### config.mk
export PLATFORM = sky130hd
export DESIGN_NAME = io_bus_responder
export DESIGN_NICKNAME = d
export VERILOG_FILES = /design/src/rtl/io_bus_pkg.sv /design/src/rtl/byte_fifo.sv /design/src/rtl/io_bus_responder.sv
export SDC_FILE = /design/constraint.sdc
export NUM_CORES = 1
export LEC_CHECK = 0
export CAP_MARGIN = 15
export CORE_ASPECT_RATIO = 0.75
export CORE_UTILIZATION = 30
export CTS_CLUSTER_SIZE = 10
export DETAILED_ROUTE_END_ITERATION = 12
export GPL_TIMING_DRIVEN = 0
export HOLD_SLACK_MARGIN = 0.08
export PLACE_DENSITY = 0.5
export RECOVER_POWER = 50
export SYNTH_ARGS = -nofsm -noshare
export SYNTH_HDL_FRONTEND = slang
export SYNTH_HIERARCHICAL = 1
export SYNTH_SLANG_ARGS = --single-unit
export TNS_END_PERCENT = 100
### constraint.sdc
create_clock -name clk -period 3.97 [get_ports clk]
set_clock_uncertainty 0.15 [all_clocks]
set_input_delay 0.794 -clock clk [delete_from_list [all_inputs] [get_ports clk]]
set_output_delay 0.794 -clock clk [all_outputs]
set_load 0.05 [all_outputs]
### src/rtl/io_bus_pkg.sv
// rtl/io_bus_pkg.sv - register map, status bit positions and decode helper for io_bus_responder
package io_bus_pkg;

  localparam logic [31:0] IO_BASE_DEFAULT = 32'h0000_1000;

  localparam logic [7:0] OFF_TXDATA = 8'h00;
  localparam logic [7:0] OFF_RXDATA = 8'h04;
  localparam logic [7:0] OFF_RXPOP  = 8'h08;
  localparam logic [7:0] OFF_STATUS = 8'h0C;
  localparam logic [7:0] OFF_CYCLES = 8'h10;
  localparam logic [7:0] OFF_CLRERR = 8'h14;

  localparam int ST_TX_EMPTY     = 0;
  localparam int ST_TX_FULL      = 1;
  localparam int ST_RX_EMPTY     = 2;
  localparam int ST_RX_FULL      = 3;
  localparam int ST_TX_OVF       = 4;
  localparam int ST_RX_OVF       = 5;
  localparam int ST_TX_COUNT_LSB = 8;
  localparam int ST_RX_COUNT_LSB = 16;

  typedef enum logic [2:0] {
    REG_TXDATA,
    REG_RXDATA,
    REG_RXPOP,
    REG_STATUS,
    REG_CYCLES,
    REG_CLRERR,
    REG_NONE
  } reg_sel_e;

  // Word index only; the byte lane bits of the address never reach the decoder.
  function automatic reg_sel_e decode_offset(input logic [5:0] word);
    case ({word, 2'b00})
      OFF_TXDATA: return REG_TXDATA;
      OFF_RXDATA: return REG_RXDATA;
      OFF_RXPOP:  return REG_RXPOP;
      OFF_STATUS: return REG_STATUS;
      OFF_CYCLES: return REG_CYCLES;
      OFF_CLRERR: return REG_CLRERR;
      default:    return REG_NONE;
    endcase
  endfunction

endpackage

### src/rtl/byte_fifo.sv
// rtl/byte_fifo.sv - byte FIFO with wrapping pointers and a separate occupancy count
module byte_fifo #(
  parameter int  DEPTH = 8,
  localparam int AW    = $clog2(DEPTH),
  localparam int CW    = AW + 1
) (
  input  logic          clk,
  input  logic          reset,
  input  logic          push,
  input  logic          pop,
  input  logic [7:0]    din,
  output logic [7:0]    dout,
  output logic          full,
  output logic          empty,
  output logic [CW-1:0] count
);

  logic [7:0]    r_mem [DEPTH];
  logic [AW-1:0] r_wr_ptr;
  logic [AW-1:0] r_rd_ptr;
  logic [CW-1:0] r_count;
  logic          w_do_push;
  logic          w_do_pop;

  assign full  = (r_count == CW'(DEPTH));
  assign empty = (r_count == '0);
  assign count = r_count;
  assign dout  = r_mem[r_rd_ptr];

  // A push into a full FIFO is still accepted when a pop frees a slot in the same cycle.
  assign w_do_pop  = pop && !empty;
  assign w_do_push = push && (!full || w_do_pop);

  always_ff @(posedge clk or posedge reset) begin
    if (reset) begin
      r_wr_ptr <= '0;
      r_rd_ptr <= '0;
      r_count  <= '0;
    end else begin
      if (w_do_push) r_wr_ptr <= r_wr_ptr + AW'(1);
      if (w_do_pop)  r_rd_ptr <= r_rd_ptr + AW'(1);
      case ({w_do_push, w_do_pop})
        2'b10:   r_count <= r_count + CW'(1);
        2'b01:   r_count <= r_count - CW'(1);
        default: r_count <= r_count;
      endcase
    end
  end

  always_ff @(posedge clk) begin
    if (w_do_push) r_mem[r_wr_ptr] <= din;
  end

endmodule

### src/rtl/io_bus_responder.sv
// rtl/io_bus_responder.sv - memory-mapped TX/RX byte FIFOs, status, error flags and cycle counter
module io_bus_responder
  import io_bus_pkg::*;
#(
  parameter int          DEPTH = 8,
  parameter logic [31:0] BASE  = IO_BASE_DEFAULT
) (
  input  logic        clk,
  input  logic        reset,
  input  logic        MemWrite,
  input  logic [31:0] DataAdr,
  input  logic [31:0] WriteData,
  output logic [31:0] ReadData,
  output logic        hit,
  output logic [7:0]  tx_data,
  output logic        tx_valid,
  input  logic        tx_ready,
  input  logic [7:0]  rx_data,
  input  logic        rx_valid,
  output logic        rx_ready
);

  localparam int CW = $clog2(DEPTH) + 1;

  reg_sel_e      w_sel;
  logic          w_wr_tx;
  logic          w_wr_rxpop;
  logic          w_wr_cycles;
  logic          w_wr_clrerr;
  logic          w_tx_pop;
  logic          w_tx_full;
  logic          w_tx_empty;
  logic [CW-1:0] w_tx_count;
  logic [7:0]    w_rx_head;
  logic          w_rx_full;
  logic          w_rx_empty;
  logic [CW-1:0] w_rx_count;
  logic          w_tx_ovf_set;
  logic          w_rx_ovf_set;
  logic [31:0]   w_status;
  logic          w_unused_adr;
  logic          r_tx_ovf;
  logic          r_rx_ovf;
  logic [31:0]   r_cycles;

  assign hit   = (DataAdr[31:8] == BASE[31:8]);
  assign w_sel = hit ? decode_offset(DataAdr[7:2]) : REG_NONE;
  assign w_unused_adr = ^DataAdr[1:0];

  assign w_wr_tx     = MemWrite && (w_sel == REG_TXDATA);
  assign w_wr_rxpop  = MemWrite && (w_sel == REG_RXPOP);
  assign w_wr_cycles = MemWrite && (w_sel == REG_CYCLES);
  assign w_wr_clrerr = MemWrite && (w_sel == REG_CLRERR);

  assign tx_valid = !w_tx_empty;
  assign w_tx_pop = tx_valid && tx_ready;
  assign rx_ready = !w_rx_full;

  byte_fifo #(.DEPTH(DEPTH)) u_tx_fifo (
    .clk   (clk),
    .reset (reset),
    .push  (w_wr_tx),
    .pop   (w_tx_pop),
    .din   (WriteData[7:0]),
    .dout  (tx_data),
    .full  (w_tx_full),
    .empty (w_tx_empty),
    .count (w_tx_count)
  );

  // The FIFO also takes rx_valid while full if RXPOP frees a slot the same cycle.
  byte_fifo #(.DEPTH(DEPTH)) u_rx_fifo (
    .clk   (clk),
    .reset (reset),
    .push  (rx_valid),
    .pop   (w_wr_rxpop),
    .din   (rx_data),
    .dout  (w_rx_head),
    .full  (w_rx_full),
    .empty (w_rx_empty),
    .count (w_rx_count)
  );

  assign w_tx_ovf_set = w_wr_tx && w_tx_full && !w_tx_pop;
  assign w_rx_ovf_set = rx_valid && w_rx_full && !w_wr_rxpop;

  always_ff @(posedge clk or posedge reset) begin
    if (reset) begin
      r_tx_ovf <= 1'b0;
      r_rx_ovf <= 1'b0;
      r_cycles <= '0;
    end else begin
      if (w_tx_ovf_set)                     r_tx_ovf <= 1'b1;
      else if (w_wr_clrerr && WriteData[0]) r_tx_ovf <= 1'b0;
      if (w_rx_ovf_set)                     r_rx_ovf <= 1'b1;
      else if (w_wr_clrerr && WriteData[1]) r_rx_ovf <= 1'b0;
      r_cycles <= w_wr_cycles ? WriteData : r_cycles + 32'd1;
    end
  end

  always_comb begin
    w_status                            = '0;
    w_status[ST_TX_EMPTY]               = w_tx_empty;
    w_status[ST_TX_FULL]                = w_tx_full;
    w_status[ST_RX_EMPTY]               = w_rx_empty;
    w_status[ST_RX_FULL]                = w_rx_full;
    w_status[ST_TX_OVF]                 = r_tx_ovf;
    w_status[ST_RX_OVF]                 = r_rx_ovf;
    w_status[ST_TX_COUNT_LSB +: 8]      = 8'(w_tx_count);
    w_status[ST_RX_COUNT_LSB +: 8]      = 8'(w_rx_count);
  end

  always_comb begin
    ReadData = '0;
    case (w_sel)
      REG_RXDATA: ReadData = w_rx_empty ? 32'd0 : {24'd0, w_rx_head};
      REG_STATUS: ReadData = w_status;
      REG_CYCLES: ReadData = r_cycles;
      default:    ReadData = '0;
    endcase
  end

endmodule

# [Word level (Yosys, flattened, before mapping)]
# Memory sizes are Yosys's and may differ from the RTL's.
# Cells that the tools add are included.
[op_classes] n_addsub=9 mul=0 n_div=0 magnitude_cmp=0 eq_ne=17 shifts=0 n_mux=15 bitwise=0 reduce_logical=31
[ops] operator="32-bit case mux with 3 select lines" n=1
[ops] operator="32-bit by 1-bit adder with 32-bit output, second input constant" n=1
[ops] operator="32-bit two-way mux" n=1
[ops] operator="24-bit by 5-bit equality test with 1-bit output, second input constant" n=1
[ops] operator="3-bit case mux with 6 select lines" n=1
[ops] operator="4-bit case mux with 2 select lines" n=2
[ops] operator="1-bit logical AND" n=15
[ops] operator="3-bit by 1-bit adder with 3-bit output, second input constant" n=4
[ops] operator="6-bit by 2-bit equality test with 1-bit output, second input constant" n=2
[ops] operator="6-bit by 3-bit equality test with 1-bit output, second input constant" n=2
[ops] operator="4-bit by 1-bit adder with 4-bit output, second input constant" n=2
[ops] operator="4-bit equality test, second input constant" n=2
[ops] operator="4-bit zero test" n=2
[ops] operator="1-bit two-way mux" n=8
[ops] operator="8-bit two-way mux" n=1
[ops] operator="2-bit nonzero test" n=4
[ops] operator="4-bit by 1-bit subtractor with 4-bit output, second input constant" n=2
[ops] operator="3-bit by 2-bit equality test with 1-bit output, second input constant" n=2
[ops] operator="3-bit equality test, second input constant" n=2
[ops] operator="6-bit by 1-bit equality test with 1-bit output, second input constant" n=1
[ops] operator="1-bit zero test" n=6
[ops] operator="6-bit zero test" n=1
[ops] operator="2-bit by 1-bit equality test with 1-bit output, second input constant" n=2
[ops] operator="2-bit equality test, second input constant" n=2
[ops] operator="4 further kinds" n=5
[word_totals] register_bits=54 latchBits=0 ramBits=128 rom_bits=0 inputBits=77 out_inout_bits=43 elab_cells=83 mem_count=2
[memory_table] name="u_rx_fifo.r_mem" depth=8 width=8 rd=1 rd_ports_with_merged_regs=0 write_ports=1 line_no="byte_fifo.sv:18" source="logic [7:0] r_mem [DEPTH];"
[memory_table] name="u_tx_fifo.r_mem" depth=8 width=8 rd=1 rd_ports_with_merged_regs=0 write_ports=1 line_no="byte_fifo.sv:18"

# [Longest topological paths before layout]
# Gate-level depths: netlist of run 1.
[depth] ltp_word=10 depth_mapped=13 depth_no_buf=11

# [By module]
# The synthesis of run 1 kept the hierarchy.
[by_module_without_submodules] module="byte_fifo (u_rx_fifo)" n_inst=1 cells_per_inst=165 area_per_inst_um2=3158.0 seq_area_each_um2=2172.1
[by_module_without_submodules] module="byte_fifo (u_tx_fifo)" n_inst=1 cells_per_inst=165 area_per_inst_um2=3135.5 seq_area_each_um2=2172.1
[by_module_without_submodules] module="io_bus_responder" n_inst=1 cells_per_inst=278 area_per_inst_um2=2329.7 seq_area_each_um2=850.8

# [Worst setup path after synthesis of run 1]
# No wires, ideal clock.
[synth_timing] path_type="input to register" from="input DataAdr[27]" to="register u_rx_fifo.r_count[3], in the netlist u_rx_fifo/count[3]" arrival_ns=3.865 path_slack_ns=-0.115 cell_stages=11 n_path_buf=0 path_cell_list="nor4_2 nand4_2 nor4_1 o21ai_2 or2_2 inv_1 ha_1 or2_2 nand3_1 mux2_2 nand3b_1"
[synth_between] elab_chain_cells=9 elab_cells_between_ends=11 cone_classes="4 x eq/ne; 2 x mux; 5 x reduce/logical"
[synth_lines] item="from (decl)" line_no="io_bus_responder.sv:11" source="input logic [31:0] DataAdr,"
[synth_lines] item="24-bit by 5-bit equality test with 1-bit output (*)" line_no="io_bus_responder.sv:46" source="assign hit = (DataAdr[31:8] == BASE[31:8]);"
[synth_lines] item="3-bit two-way mux (*)" line_no="io_bus_responder.sv:47" source="assign w_sel = hit ? decode_offset(DataAdr[7:2]) : REG_NONE;"
[synth_lines] item="3-bit by 2-bit equality test with 1-bit output (*)" line_no="io_bus_responder.sv:51" source="assign w_wr_rxpop = MemWrite && (w_sel == REG_RXPOP);"
[synth_lines] item="1-bit logical AND (*)" line_no="io_bus_responder.sv:51"
[synth_lines] item="via w_wr_rxpop" line_no="io_bus_responder.sv:27" source="logic w_wr_rxpop;"
[synth_lines] item="1-bit logical AND (*)" line_no="byte_fifo.sv:31" source="assign w_do_pop = pop && !empty;"
[synth_lines] item="1-bit logical OR" line_no="byte_fifo.sv:32" source="assign w_do_push = push && (!full || w_do_pop);"
[synth_lines] item="1-bit logical AND" line_no="byte_fifo.sv:32"
[synth_lines] item="2-bit by 1-bit equality test with 1-bit output / 2-bit equality test (equally long branches)" line_no="byte_fifo.sv:42" source="case ({w_do_push, w_do_pop})"
[synth_lines] item="4-bit case mux with 2 select lines / 2-bit nonzero test (equally long branches)"
[synth_lines] item="to (signal assigned)" line_no="byte_fifo.sv:43" source="2'b10: r_count <= r_count + CW'(1);"
[synth_lines] item="to (signal assigned)" line_no="byte_fifo.sv:44" source="2'b01: r_count <= r_count - CW'(1);"
[synth_lines] item="to (signal assigned)" line_no="byte_fifo.sv:45" source="default: r_count <= r_count;"
[synth_lines] item="to (decl)" line_no="byte_fifo.sv:21" source="logic [CW-1:0] r_count;"
# Mark *: on every way through the listed nets, which the timed path passes. The rest lies on a longest branch.
# A chain may end at the register's enable or synchronous reset.

# [Worst setup path after layout of run 1]
[layout_timing] from="input DataAdr[3]" to="output ReadData[8]"
[layout_between] elab_chain_cells=5 elab_cells_between_ends=12 cone_classes="8 x eq/ne; 3 x mux; 1 x reduce/logical"
[layout_lines] item="6-bit by 3-bit equality test with 1-bit output (tied with other cells)" line_no="io_bus_pkg.sv:34" source="case ({word, 2'b00})"
[layout_lines] item="3-bit case mux with 6 select lines (*)" line_no="io_bus_pkg.sv:34"
[layout_lines] item="3-bit two-way mux (*)" line_no="io_bus_responder.sv:47"
[layout_lines] item="3-bit equality test (tied with other cells)" line_no="io_bus_responder.sv:115" source="case (w_sel)"
[layout_lines] item="32-bit case mux with 3 select lines (*)" line_no="io_bus_responder.sv:115"
[layout_lines] item="to (decl)" line_no="io_bus_responder.sv:13" source="output logic [31:0] ReadData,"
# Mark *: on every way between the ends. The rest lies on a longest branch, timed or not.

==> metrics.md, run 1 <==
| Metric | Value |
|---|---|
| DR DRC count | 0 |
| Post-synth ARST share | 29.7% |
| Top post-synthesis cells by area | edfxtp_1 45%, dfrtp_1 16%, mux4_1 6.1% |
| Filler Cells Inserted | 2663 |
| Worst-Skew Late Latency | 0.42 ns |
| Routed length per instance | 18.5 um |
| DIE AREA | 29400 um^2 |
| Crit-path max FO | 10 |
| TritonCTS clock tree | yes |
| WS Path Type | in2out |
| Maximum vdd ir drop | 0.000279 V |
| Vias in the first global route | 5740 |
| Clk sinks | 182 |
| Die width | 198 um |
| ANT cells | 0 |
| Global route total overflow | 0 |
| Max cap viols | 0 |
| Row count | 53 |
| Synth Area in Compound Gates | 5.53% |
| Worst slew margin | 30.9% |
| Placed cell count | 1113 |
| IO Count | 120 |
| Drt pass-1 iters | 5 |
| Leak pwr | 3.98 nW |
| Clk root buf | clkbuf_16 |
| Largest area contributor in the netlist | edfxtp_1 |
| Post-synthesis mux area share | 12.8% |
| Register area share after synthesis | 60.2% |
| DRT Wirelength | 21400 um |
| Routability congestion estimate | 0.773 |
| Period minus WS final | 3.88 ns |
| Final ANT Viol Nets | 0 |
| Global-route wire length before repair | 32800 um |
| Worst Max-Slew Pin Slew | 1.03 ns |
| Initial Util | 30.7% |
| Share of layout cells above drive strength 1 | 22.2% |
| Layout Utilization | 39.5% |
| Maximum level of the CTS H-tree | 4 |
| RSZ-0062 raised after global routing | true |
| Hold crit path type | reg2reg |
| Syn Nets | 696 |
| Clk pin slew, worst setup/hold paths | 0.06 ns |
| Synth warnings | 6 |
| Syn-to-layout area delta | 28.7% |
| Syn Inst Count | 608 |
| Final Hold Vio Count | 0 |
| Clock buffer depth | 2 |
| Post-synthesis adder-cell area fraction | 1.77% |
| Simple-gate share of the synthesized area | 12.2% |
| Data arrival time of the worst path | 2.93 ns |
| Fmax | 258 MHz |
| Starting DRT DRC Count | 406 |
| Synth cell types | 51 |
| Crit. End Element | output pin |
| Gr usage total | 14.9% |
| Die Y | 149 um |
| Startpoint Class | primary input |
| Seq cells post-synth | 182 |
| P per Cell Area | 492 nW/um^2 |
| Final worst path period share | 97.7% |
| Slew Viols, Final | 0 |
| Core area | 28100 um^2 |
| Status | finished, final reports clean |
| Final Setup Violations | 0 |
| Initial antenna violation count | 0 |
| Port bufs | 117 |
| Largest net degree at the start of global routing | 22 |
| XOR/XNOR Fraction of Synth Area | 4.27% |
| Vias per Instance | 4.80 |
| CTS Buf Count | 17 |
| Synth Cell Area | 8620 um^2 |
| Largest family of logic cells by synthesized area | multiplexers |
| Prevailing post-synth register cell | edfxtp_1 |
| Post-synth top area share | 44.6% |
| Post-synth EDFFs | 128 |
| Worst path required time | 3.03 ns |
| Syn Area/Cell | 14.2 um^2 |
| Vias | 5547 |
| Non-filler instance count after layout | 1155 |
| Nets | 845 |
| Pwr Total | 0.00546 W |
| Hpwl dp | 15600 um |
==> critical path, stage by stage <==
cell,delay [ns]
clkdlybuf4s50_1,0.43
or4_4,0.45
or3_4,0.42
nor3_4,0.21
buf_12,0.15
buf_12,0.13
a22o_1,0.17
buf_6,0.17
==> timing repair <==
action / in CTS / in global routing
setup buffers: 7 / 4
setup endpoints to repair: 158 / 129
pin swaps: 8 / 8
gates resized for setup: 208 / 33
hold buffers: 0 / 0
==> worst paths after layout <==
kind	slack [ns]	startpoint	cells past startpoint	end
max	0.09	DataAdr[3]	8	ReadData[8]
min in group asynchronous	0.77	reset	2	u_rx_fifo/r_rd_ptr[2]
min	0.37	r_tx_ovf	2	r_tx_ovf
min reg2reg	0.37	r_tx_ovf	2	r_tx_ovf
max reg2reg	0.39	u_tx_fifo/count[2]	12	u_tx_fifo/count[3]
max in group asynchronous	1.50	reset	3	r_cycles[16]
==> placed cells by master, fill, tap and decap left out, types with 5 or more instances in the layout <==
master | netlist | final
edfxtp_1 | 128 | 128
nand2_1 | 69 | 67
clkdlybuf4s50_1 | 0 | 63
dfrtp_1 | 54 | 54
o21ai_0 | 41 | 38
xor2_1 | 27 | 27
nor2_1 | 32 | 25
buf_6 | 7 | 23
nand3_1 | 21 | 21
mux2_2 | 21 | 21
mux4_1 | 20 | 20
buf_4 | 0 | 19
inv_1 | 18 | 18
dlygate4sd3_1 | 0 | 18
clkbuf_16 | 0 | 17
xnor2_1 | 15 | 15
and2_1 | 18 | 14
nand4_1 | 12 | 12
mux4_2 | 12 | 12
buf_2 | 7 | 11
ha_1 | 9 | 9
a22oi_1 | 8 | 8
nand2b_1 | 8 | 8
a22o_1 | 8 | 7
nor2_2 | 0 | 6
nor4_4 | 2 | 5
o21ai_1 | 1 | 5
clkbuf_1 | 5 | 5
==> registers in the layout, summed over array words and instances, names as in the netlist <==
register and cells:
r_cycles 32, r_rx_ovf 1, r_tx_ovf 1, u_rx_fifo/count 4, u_rx_fifo/r_mem 64, u_rx_fifo/r_rd_ptr 3, u_rx_fifo/r_wr_ptr 3, u_tx_fifo/count 4
u_tx_fifo/r_mem 64, u_tx_fifo/r_rd_ptr 3, u_tx_fifo/r_wr_ptr 3
==> synth_stat cells (all sizes together), types with 15 or more instances <==
| master | count |
|---|---|
| and2 | 18 |
| buf | 17 |
| dfrtp | 54 |
| edfxtp | 128 |
| inv | 18 |
| mux2 | 23 |
| mux4 | 32 |
| nand2 | 69 |
| nand3 | 21 |
| nor2 | 32 |
| o21ai | 44 |
| xnor2 | 15 |
| xor2 | 27 |
==> per-layer routing <==
layer  wire length, um  track usage, %  vias to the layer above
li1                  -               -                     2588
met1              9800            20.0                     2814
met2             10500            24.4                      133
met3               897            3.39                       12
met4               209            3.91                        0
met5                 0               0                        -
==> power breakdown <==
| part | total (W) | switching (W) | internal [W] | leakage [nW] |
|---|---|---|---|---|
| clock network | 0.00169 | 0.000778 | 0.000913 | 0.297 |
| registers | 0.00233 | 0.000112 | 0.00221 | 1.86 |
| logic | 0.00144 | 0.000790 | 0.000651 | 1.82 |
==> stage by stage <==
stage               instance area [um^2]  setup TNS [ns]  setup slack, ns  hold WS [ns]
global placement                   10300         -100.62            -1.07         0.348
global route                       11100        -0.00654         -0.00654         0.433
detailed placement                 10300         -102.39            -1.12         0.352
CTS                                11000         -0.0260         -0.00748         0.369
floorplan                           8630          -0.191          -0.0318         0.317
finish                             11100               0           0.0923         0.370
==> kinds of logic (layout without fill, tap and decap cells) <==
logic type	after synthesis	count (layout)
and+or+nand+nor	199	199
DFF	182	182
AOI/OAI and AO/OA	71	71
muxes	59	59
buffers and inverters	44	206
xor gates and xnor gates	42	42
adders and majority gates	11	11
==> area by class of cell <==
type | count | area [um^2] | share of cell area (%)
buffer | 25 | 221 | 2.00
clock buffer | 18 | 439 | 3.96
clock inverter | 14 | 159 | 1.43
inverter | 18 | 67.6 | 0.609
multi-input combinational | 382 | 3260 | 29.4
sequential | 182 | 5190 | 46.8
tap | 385 | 482 | 4.34
timing repair buffer | 131 | 1270 | 11.4
No activity file was read; power rests on OpenSTA's default activity.
==> run 2, diff against run 1 <==
GPL_TIMING_DRIVEN = default   (was 0)
==> run 2 against run 1 <==
First-iteration DRC count fell by 33%; critical path depth unchanged; worst setup slack gained 0.036 ns; design area grew 2.8%; critical endpoint is now ReadData[9]; highest routed layer unchanged.
==> metrics.md, run 2 (synthesized netlist as in run 1, its figures left out) <==
| Metric | Value |
|---|---|
| Hold slack final | 0.367 ns |
| Switching part of the total | 31.3% |
| Placed cell count | 1130 |
| Routed length per instance | 17.4 um |
| Vias in the first global route | 5813 |
| TritonCTS clock tree | yes |
| Initial Util | 30.7% |
| Initial antenna violation count | 0 |
| DRT Wirelength | 20300 um |
| Nets | 857 |
| Most frequent cells in the layout | 128 x edfxtp_1, 69 x nand2_1, 67 x clkdlybuf4s50_1 |
| Share of layout cells above drive strength 1 | 21.9% |
| Worst slew margin | 31.4% |
| RSZ-0062 raised after global routing | true |
| Hold Path Depth | 1 |
| Drt pass-1 iters | 5 |
| Maximum vdd ir drop | 0.000244 V |
| Global-route wire length before repair | 31700 um |
| Leak pwr | 4.09 nW |
| Die Y | 149 um |
| Routability congestion estimate | 0.795 |
| Worst reg2reg endpoint | u_tx_fifo/count[3] |
| CTS Hold Buffers Added | 0 |
| Vias | 5548 |
| DR DRC count | 0 |
| Max cap viols | 0 |
| ANT cells | 0 |
| Syn-to-layout area delta | 32.2% |
| Worst Max-Slew Pin Slew | 1.03 ns |
| Crit. End Element | output pin |
| Gr usage total | 14.4% |
| DIE AREA | 29400 um^2 |
| Core area | 28100 um^2 |
| Port bufs | 117 |
| Hold Startpoint | u_tx_fifo/r_rd_ptr[0] |
| Internal power | 0.00377 W |
| Maximum level of the CTS H-tree | 4 |
| Final Hold Vio Count | 0 |
| Final ANT Viol Nets | 0 |
| P per Cell Area | 481 nW/um^2 |
| Slew Viols, Final | 0 |
| Final worst path period share | 96.8% |
| Data arrival time of the worst path | 2.90 ns |
| Final Setup Violations | 0 |
| Most common cell after layout, fill and taps aside | edfxtp_1 |
| Hold crit path type | reg2reg |
| Biggest regs | u_rx_fifo/r_mem: 64 flops, u_tx_fifo/r_mem: 64 flops, r_cycles: 32 flops |
| Reg power frac | 43.5% |
| RR Startpoint | u_tx_fifo/count[0] |
| Period minus WS final | 3.84 ns |
| Combinational power share | 25.1% |
| Switching power | 0.00172 W |
| Global route total overflow | 0 |
| Row count | 53 |
| WS Path Type | in2out |
| Clk sinks | 182 |
| Vias per Instance | 4.75 |
| Clk root buf | clkbuf_16 |
| CTS Buf Count | 17 |
| Status | finished, final reports clean |
| Worst path required time | 3.03 ns |
| Startpoint Class | primary input |
| R2R depth | 11 |
| Fmax | 260 MHz |
| R2R Setup Slk | 0.71 ns |
| Layout Utilization | 40.6% |
| Clk pin slew, worst setup/hold paths | 0.07 ns |
| Non-filler instance count after layout | 1167 |
| Hpwl dp | 14500 um |
| Worst-Skew Late Latency | 0.43 ns |
| Min setup slack post-route | 0.129 ns |
| IO Count | 120 |
| Clk pwr share | 31.4% |
| Pwr Total | 0.00548 W |
| Die width | 198 um |
| Setup WS pre-CTS | -0.0975 ns |
| Starting DRT DRC Count | 273 |
| Crit-path max FO | 24 |
| Clock buffer depth | 2 |
| Hold Crit Endpoint | u_tx_fifo/r_rd_ptr[0] |
| Largest net degree at the start of global routing | 64 |
run 2: routing by layer:
metal | track usage [%] | up-vias | routed length [um]
li1 | - | 2605 | -
met4 | 4.15 | 0 | 170
met2 | 23.8 | 129 | 9900
met3 | 3.26 | 11 | 863
met5 | 0 | - | 0
met1 | 18.9 | 2803 | 9390
run 2: how the worst max path moves through the flow:
stage / startpoint / to / slack, ns / cells past startpoint
finish: DataAdr[20] / ReadData[9] / 0.13 / 8
global route: DataAdr[10] / ReadData[15] / -0.02 / 8
CTS: DataAdr[20] / ReadData[9] / 0.005 / 8
detailed placement: DataAdr[27] / u_rx_fifo/count[3] / -0.1 / 12
global placement: DataAdr[20] / u_rx_fifo/count[3] / 0.03 / 12
floorplan: DataAdr[27] / ReadData[0] / -0.03 / 5
run 2: final cells by class:
| class | count | area, um^2 |
|---|---|---|
| clock buffer | 17 | 425 |
| clock inverter | 15 | 181 |
| fill | 2614 | 16700 |
| inverter | 18 | 67.6 |
| multi-input combinational | 382 | 3160 |
| sequential | 182 | 5190 |
| tap | 385 | 482 |
| timing repair buffer | 168 | 1890 |
run 2: repair_timing:
action,CTS,global route
resized for setup,0,1
buffers inserted,0,5
endpoints found under the setup margin,0,31
run 2: metrics by stage:
stage	instance area, um^2	TNS [ns]
floorplan	8630	-0.191
global placement	10800	0
detailed placement	10800	-0.139
CTS	11400	0
global route	11400	-0.0513
finish	11400	0
run 2: worst max-delay path, stage by stage:
cell and delay [ns]:
clkdlybuf4s50_1 0.41, nor4_2 0.31, nand4_2 0.20, or3_4 0.46, nor3_4 0.16, buf_12 0.18, a22o_1 0.22, buf_12 0.15
run 2: power by group through the flow:
stage	clock network [W]	logic [W]	registers, W
after floorplan	0	0.00103	0.00233
after global placement	0	0.00136	0.00241
after detailed placement	0	0.00140	0.00243
after CTS	0.00177	0.00140	0.00239
after global routing	0.00184	0.00149	0.00241
final	0.00172	0.00138	0.00238
